$ cat config.mk
export PLATFORM = sky130hd
export DESIGN_NAME = rv32i_regfile_mp
export DESIGN_NICKNAME = d
export VERILOG_FILES = /design/src/rtl/rv32i_regfile_mp.sv
export SDC_FILE = /design/constraint.sdc
export NUM_CORES = 2
export LEC_CHECK = 0
export BUFFER_PORTS_ARGS = -buffer_cell sky130_fd_sc_hd__buf_2
export CAP_MARGIN = 15
export CORE_MARGIN = 2
export CORE_UTILIZATION = 55
export DETAILED_ROUTE_END_ITERATION = 7
export GPL_ROUTABILITY_DRIVEN = 0
export PLACE_DENSITY = 0.71
export SYNTH_ARGS = -nofsm -noshare
export SYNTH_HDL_FRONTEND = slang
export SYNTH_SLANG_ARGS = --single-unit
$ cat constraint.sdc
create_clock -name i_clk -period 5 [get_ports i_clk]
set_input_delay 0.75 -clock i_clk [delete_from_list [all_inputs] [get_ports i_clk]]
set_output_delay 0.75 -clock i_clk [all_outputs]
set_load 0.05 [all_outputs]
$ cat src/rtl/rv32i_regfile_mp.sv
// Multi-read-port integer register file with hardwired x0 and a clear sweep.
// Optional macro RF_WR_BYPASS_EN: same-edge read of a written address sees the new data.
module rv32i_regfile_mp #(
  parameter int XLEN         = 32,
  parameter int NUM_REGS     = 32,
  parameter int NUM_RD_PORTS = 2
) (
  input  logic                           i_clk,
  input  logic                           i_rst_n,
  input  logic [NUM_RD_PORTS-1:0]        i_rd_en,
  input  logic [NUM_RD_PORTS*$clog2(NUM_REGS)-1:0] i_rd_addr,
  output logic [NUM_RD_PORTS*XLEN-1:0]   o_rd_data,
  output logic [NUM_RD_PORTS-1:0]        o_rd_valid,
  input  logic                           i_wr_en,
  input  logic [$clog2(NUM_REGS)-1:0]    i_wr_addr,
  input  logic [XLEN-1:0]                i_wr_data,
  output logic                           o_wr_valid,
  input  logic                           i_clear,
  output logic                           o_busy
);

  localparam int AW = $clog2(NUM_REGS);

  localparam logic ST_IDLE  = 1'b0;
  localparam logic ST_SWEEP = 1'b1;

  localparam logic [AW-1:0] LAST = AW'(NUM_REGS - 1);
  localparam logic [AW-1:0] ONE  = AW'(1);
  localparam logic [AW-1:0] ZERO = '0;

  logic                      r_state;
  logic [AW-1:0]             r_idx;
  logic [XLEN-1:0]           r_regs [NUM_REGS];
  logic [NUM_RD_PORTS*XLEN-1:0] r_rd_data;
  logic [NUM_RD_PORTS-1:0]   r_rd_valid;
  logic                      r_wr_valid;

  logic w_busy;
  logic w_wr_go;

  assign w_busy  = (r_state == ST_SWEEP);
  assign w_wr_go = i_wr_en && !w_busy;

  assign o_busy     = w_busy;
  assign o_rd_data  = r_rd_data;
  assign o_rd_valid = r_rd_valid;
  assign o_wr_valid = r_wr_valid;

  // Clear FSM: IDLE starts a sweep from index 1; SWEEP walks up to the last register.
  always_ff @(posedge i_clk or negedge i_rst_n) begin
    if (!i_rst_n) begin
      r_state <= ST_IDLE;
      r_idx   <= ZERO;
    end else begin
      unique case (r_state)
        ST_IDLE: begin
          if (i_clear) begin
            r_state <= ST_SWEEP;
            r_idx   <= ONE;
          end
        end
        ST_SWEEP: begin
          r_idx <= r_idx + ONE;
          if (r_idx == LAST) begin
            r_state <= ST_IDLE;
          end
        end
        default: r_state <= ST_IDLE;
      endcase
    end
  end

  // Storage: writeback port when idle, sweep zeroing when busy; x0 never written.
  always_ff @(posedge i_clk or negedge i_rst_n) begin
    if (!i_rst_n) begin
      for (int i = 0; i < NUM_REGS; i++) begin
        r_regs[i] <= '0;
      end
    end else if (w_busy) begin
      r_regs[r_idx] <= '0;
    end else if (w_wr_go && (i_wr_addr != ZERO)) begin
      r_regs[i_wr_addr] <= i_wr_data;
    end
  end

  // Write acknowledge, pulses even for discarded x0 writes.
  always_ff @(posedge i_clk or negedge i_rst_n) begin
    if (!i_rst_n) begin
      r_wr_valid <= 1'b0;
    end else begin
      r_wr_valid <= w_wr_go;
    end
  end

  // Registered read ports; data holds between reads, valid pulses per request.
  always_ff @(posedge i_clk or negedge i_rst_n) begin
    if (!i_rst_n) begin
      r_rd_data  <= '0;
      r_rd_valid <= '0;
    end else begin
      for (int p = 0; p < NUM_RD_PORTS; p++) begin
        r_rd_valid[p] <= i_rd_en[p] && !w_busy;
        if (i_rd_en[p] && !w_busy) begin
          if (i_rd_addr[p*AW +: AW] == ZERO) begin
            r_rd_data[p*XLEN +: XLEN] <= '0;
`ifdef RF_WR_BYPASS_EN
          end else if (i_wr_en && (i_wr_addr == i_rd_addr[p*AW +: AW])) begin
            r_rd_data[p*XLEN +: XLEN] <= i_wr_data;
`endif
          end else begin
            r_rd_data[p*XLEN +: XLEN] <= r_regs[i_rd_addr[p*AW +: AW]];
          end
        end
      end
    end
  end

endmodule
==> metrics.txt <==
# TYPE chip_impl_metric gauge
chip_impl_metric{name="total_of_endpoints_with_negative_setup_slack_in_the_final_report",unit=""} 0
chip_impl_metric{name="yosys_warnings",unit=""} 0
chip_impl_metric{name="ctsHoldBuffers",unit=""} 0
chip_impl_metric{name="cts_made_buffers",unit=""} 116
chip_impl_metric{name="fmax",unit="MHz"} 301.6
chip_impl_metric{name="grt_use_total",unit="%"} 38.65
chip_impl_metric{name="drive_gt1_share",unit="%"} 27.03
chip_impl_metric{name="synthesis.area",unit="sq mm"} 0.05567
chip_impl_metric{name="fin_crit",unit="ps"} 3316
chip_impl_metric{name="detail-route-antenna-nets",unit=""} 0
chip_impl_info{name="tritoncts",value="done"} 1
chip_impl_metric{name="drtIter0Drc",unit=""} 5987
chip_impl_metric{name="crit_arrival",unit="ps"} 3960
chip_impl_info{name="critical_path.cell_chain",value="nand3b_1 -> nor2_4 -> buf_4 -> a22o_1"} 1
chip_impl_metric{name="synth-seq-area-share",unit="%"} 49.31
chip_impl_metric{name="timing.final.crit_share",unit="%"} 66.32
chip_impl_info{name="clockRootBuffer",value="sky130_fd_sc_hd__clkbuf_16"} 1
chip_impl_metric{name="syn_area_per_cell",unit="sq um"} 12.99
chip_impl_metric{name="final.hold.worst_slack",unit="ps"} 133.1
chip_impl_metric{name="clock_slew_at_reported_path_ffs",unit="ps"} 60
chip_impl_metric{name="clock_tree.buffer_depth",unit=""} 3
chip_impl_metric{name="dieWidth",unit="um"} 322.1
chip_impl_info{name="outcome",value="completed"} 1
chip_impl_info{name="most-common-layout-cells",value="1097 x sky130_fd_sc_hd__dfrtp_1, 1022 x sky130_fd_sc_hd__a22o_1, 320 x sky130_fd_sc_hd__mux4_2"} 1
chip_impl_info{name="r2r_start",value="o_busy"} 1
chip_impl_info{name="rsz0062_at_grt",value="false"} 1
chip_impl_metric{name="regToRegSetupSlack",unit="ps"} 1680
chip_impl_metric{name="grt_first_pass_wirelength",unit="um"} 293400
chip_impl_metric{name="grt_start_max_net_pins",unit=""} 134
chip_impl_info{name="layout.cells.most_common",value="sky130_fd_sc_hd__dfrtp_1"} 1
chip_impl_metric{name="clkSinkCount",unit=""} 1097
chip_impl_metric{name="floorplan.io_pins",unit=""} 121
chip_impl_info{name="reg2reg_to",value="r_regs[896]"} 1
chip_impl_metric{name="gr-total-overflow",unit=""} 0
chip_impl_info{name="timing.hold.worst.class",value="in -> async"} 1
chip_impl_metric{name="chipHeight",unit="um"} 322.1
chip_impl_metric{name="cts_htree_levels",unit=""} 3
chip_impl_metric{name="final-instance-count-excl-fill",unit=""} 5527
chip_impl_metric{name="post-layout-total-power",unit="mW"} 24.85
chip_impl_metric{name="dp.cells",unit=""} 5311
chip_impl_metric{name="worstPathBufferInverterCount",unit=""} 1
chip_impl_metric{name="synth_cells",unit=""} 4284
chip_impl_info{name="critical-path-slowest-cell",value="sky130_fd_sc_hd__nor2_4"} 1
chip_impl_metric{name="timing_hold_violations_final",unit=""} 0
chip_impl_metric{name="layout.cell_area.non_filler",unit="sq mm"} 0.06148
chip_impl_metric{name="route.final.wire_length",unit="um"} 199200
chip_impl_metric{name="core-area",unit="sq mm"} 0.1001
chip_impl_metric{name="timing.critical_path.slowest_cell_delay",unit="ps"} 1000
chip_impl_info{name="end_kind",value="register"} 1
chip_impl_metric{name="first_global_vias",unit=""} 42240
chip_impl_metric{name="initial_core_util",unit="%"} 55.59
chip_impl_metric{name="proportion_of_synthesized_flip_flops_having_asynchronous_set_or_reset",unit="%"} 100.0
chip_impl_metric{name="synth_seq_cells",unit=""} 1097
chip_impl_info{name="dominantRegCellSynth",value="sky130_fd_sc_hd__dfrtp_1"} 1
chip_impl_metric{name="route.detailed.wl_per_inst",unit="um"} 36.04
chip_impl_metric{name="worst-slew-pin-transition",unit="ps"} 1246
chip_impl_metric{name="drcViolationCount",unit=""} 0
chip_impl_metric{name="io_buffers",unit=""} 120
chip_impl_metric{name="maxCapViolations",unit=""} 0
chip_impl_metric{name="clock_latency",unit="ps"} 720
chip_impl_metric{name="design.die.area",unit="sq mm"} 0.1038
chip_impl_info{name="cp-start-kind",value="register"} 1
chip_impl_metric{name="ys_types",unit=""} 49
chip_impl_metric{name="placementRows",unit=""} 116
chip_impl_metric{name="cts-resized-gates",unit=""} 0
chip_impl_metric{name="cp.depth",unit=""} 4
chip_impl_metric{name="hpwlAfterDp",unit="um"} 112600
chip_impl_metric{name="max_slew_margin",unit="%"} 16.76
chip_impl_metric{name="sum_of_negative_setup_slack",unit="ps"} 0
chip_impl_metric{name="post_drt_via_cell_ratio",unit=""} 7.794
chip_impl_metric{name="syn2layout_area_growth",unit="%"} 10.44
chip_impl_info{name="crit_type",value="reg -> reg"} 1
chip_impl_info{name="crit_family",value="simple AND/OR/NAND/NOR gates"} 1
chip_impl_metric{name="worst_ir_drop_vdd",unit="mV"} 0.3470
chip_impl_metric{name="antenna_violations_before_repair",unit=""} 4
chip_impl_metric{name="reg2reg_depth",unit=""} 4
chip_impl_metric{name="final-max-slew-violation-count",unit=""} 0
chip_impl_metric{name="dr.pass1.iters",unit=""} 6
chip_impl_metric{name="post_cts.repair.setup_buffers",unit=""} 0
chip_impl_metric{name="worst_endpoint_required_time",unit="ps"} 5640
chip_impl_metric{name="syn-num-nets",unit=""} 4342
chip_impl_metric{name="synth_edf_count",unit=""} 0
chip_impl_metric{name="placedInstanceArea",unit="sq mm"} 0.05757
chip_impl_metric{name="final_stage_net_count",unit=""} 4191
chip_impl_metric{name="via_count",unit=""} 43080
chip_impl_metric{name="power-per-cell-area",unit="mW/mm^2"} 404.1
chip_impl_metric{name="skew",unit="ps"} 20.17
chip_impl_metric{name="p_leak",unit="nW"} 27.79
chip_impl_metric{name="critPathMaxFanout",unit=""} 24
[per-layer routing]
metal | wire, um | part of all wire [%] | track usage (%) | up-vias
met5 | 24 | 0.012 | 0 | -
met4 | 10850 | 5.4 | 19.24 | 4
met1 | 76460 | 38 | 53.49 | 22600
li1 | - | - | - | 16590
met3 | 24270 | 12 | 11.46 | 647
met2 | 87600 | 44 | 55.91 | 3228
[state kept, by name, summed over array words and instances, names as in the netlist]
register	cells
r_regs	1024
o_rd_data	64
r_idx	5
o_rd_valid	2
o_busy	1
o_wr_valid	1
[layout make-up]
cell class	count	area, sq um
diodes	4	10.01
clock buffers	181	3500
clock inverters	29	357.8
fillers	7634	38670
inverters	5	18.77
multi-input cells	2659	26640
flip-flops and latches	1097	27450
well taps	1298	1624
repair buffers	254	1882
[where the power goes]
part / switching (mW) / internal, mW
combinational: 3.33 / 1.91
sequential: 0.907 / 9.84
clock: 3.73 / 5.14
total: 7.96 / 16.9
[cell usage after synthesis, drive strengths merged, types with 3 or more instances]
library cell / n / area (sq um)
nor2: 95 / 356.6
nand2b: 70 / 437.9
o21ai: 7 / 35.03
nand3: 42 / 210.2
nor3b: 7 / 52.55
mux4: 320 / 7207
mux2i: 77 / 770.7
a21oi: 33 / 165.2
and3: 33 / 206.5
nand2: 111 / 416.7
nand4: 9 / 56.30
o211ai: 3 / 22.52
nor4: 64 / 427.9
ha: 5 / 62.56
buf: 132 / 744.5
nor2b: 68 / 425.4
a22o: 1022 / 8951
or3: 33 / 206.5
mux2: 310 / 3491
dfrtp: 1097 / 27450
o22ai: 156 / 975.9
a211oi: 90 / 675.7
nand3b: 5 / 37.54
nor3: 8 / 45.04
clkbuf: 391 / 1468
or2: 4 / 25.02
inv: 5 / 18.77
a32o: 32 / 320.3
and2: 36 / 225.2
[cells by family (layout without fill, tap and decap cells)]
| kind of cell | count (synthesis) | in the layout | share of synthesized area [%] |
|---|---|---|---|
| AO/OA/AOI/OAI | 1350 | 1350 | 20.15 |
| XOR/XNOR | 2 | 2 | 0.03147 |
| adder cells (fa/ha/maj) | 5 | 5 | 0.1124 |
| buffers and inverters | 528 | 469 | 4.008 |
| flip-flops | 1097 | 1097 | 49.31 |
| multiplexers | 707 | 707 | 20.60 |
| other | 0 | 4 | 0 |
| AND/OR/NAND/NOR | 595 | 595 | 5.785 |
[through the flow]
| stage | setup slack (ps) | util [%] |
|---|---|---|
| final | 1684 | 61.39 |
| after detailed placement | 1504 | 57.49 |
| after CTS | 1796 | 61.34 |
| after global routing | 1650 | 61.38 |
| after floorplan | 2546 | - |
| after global placement | 1516 | 57.49 |
[worst max path at each step]
stage	startpoint	endpoint	slack, ps
after floorplan	i_rd_addr[5]	o_rd_data[53]	2550
after global placement	i_rd_addr[6]	o_rd_data[36]	1520
after detailed placement	i_rd_addr[6]	o_rd_data[59]	1500
after CTS	o_busy	r_regs[142]	1800
after global routing	o_busy	r_regs[128]	1650
final	o_busy	r_regs[896]	1680
No activity file was read; power rests on OpenSTA's default activity.
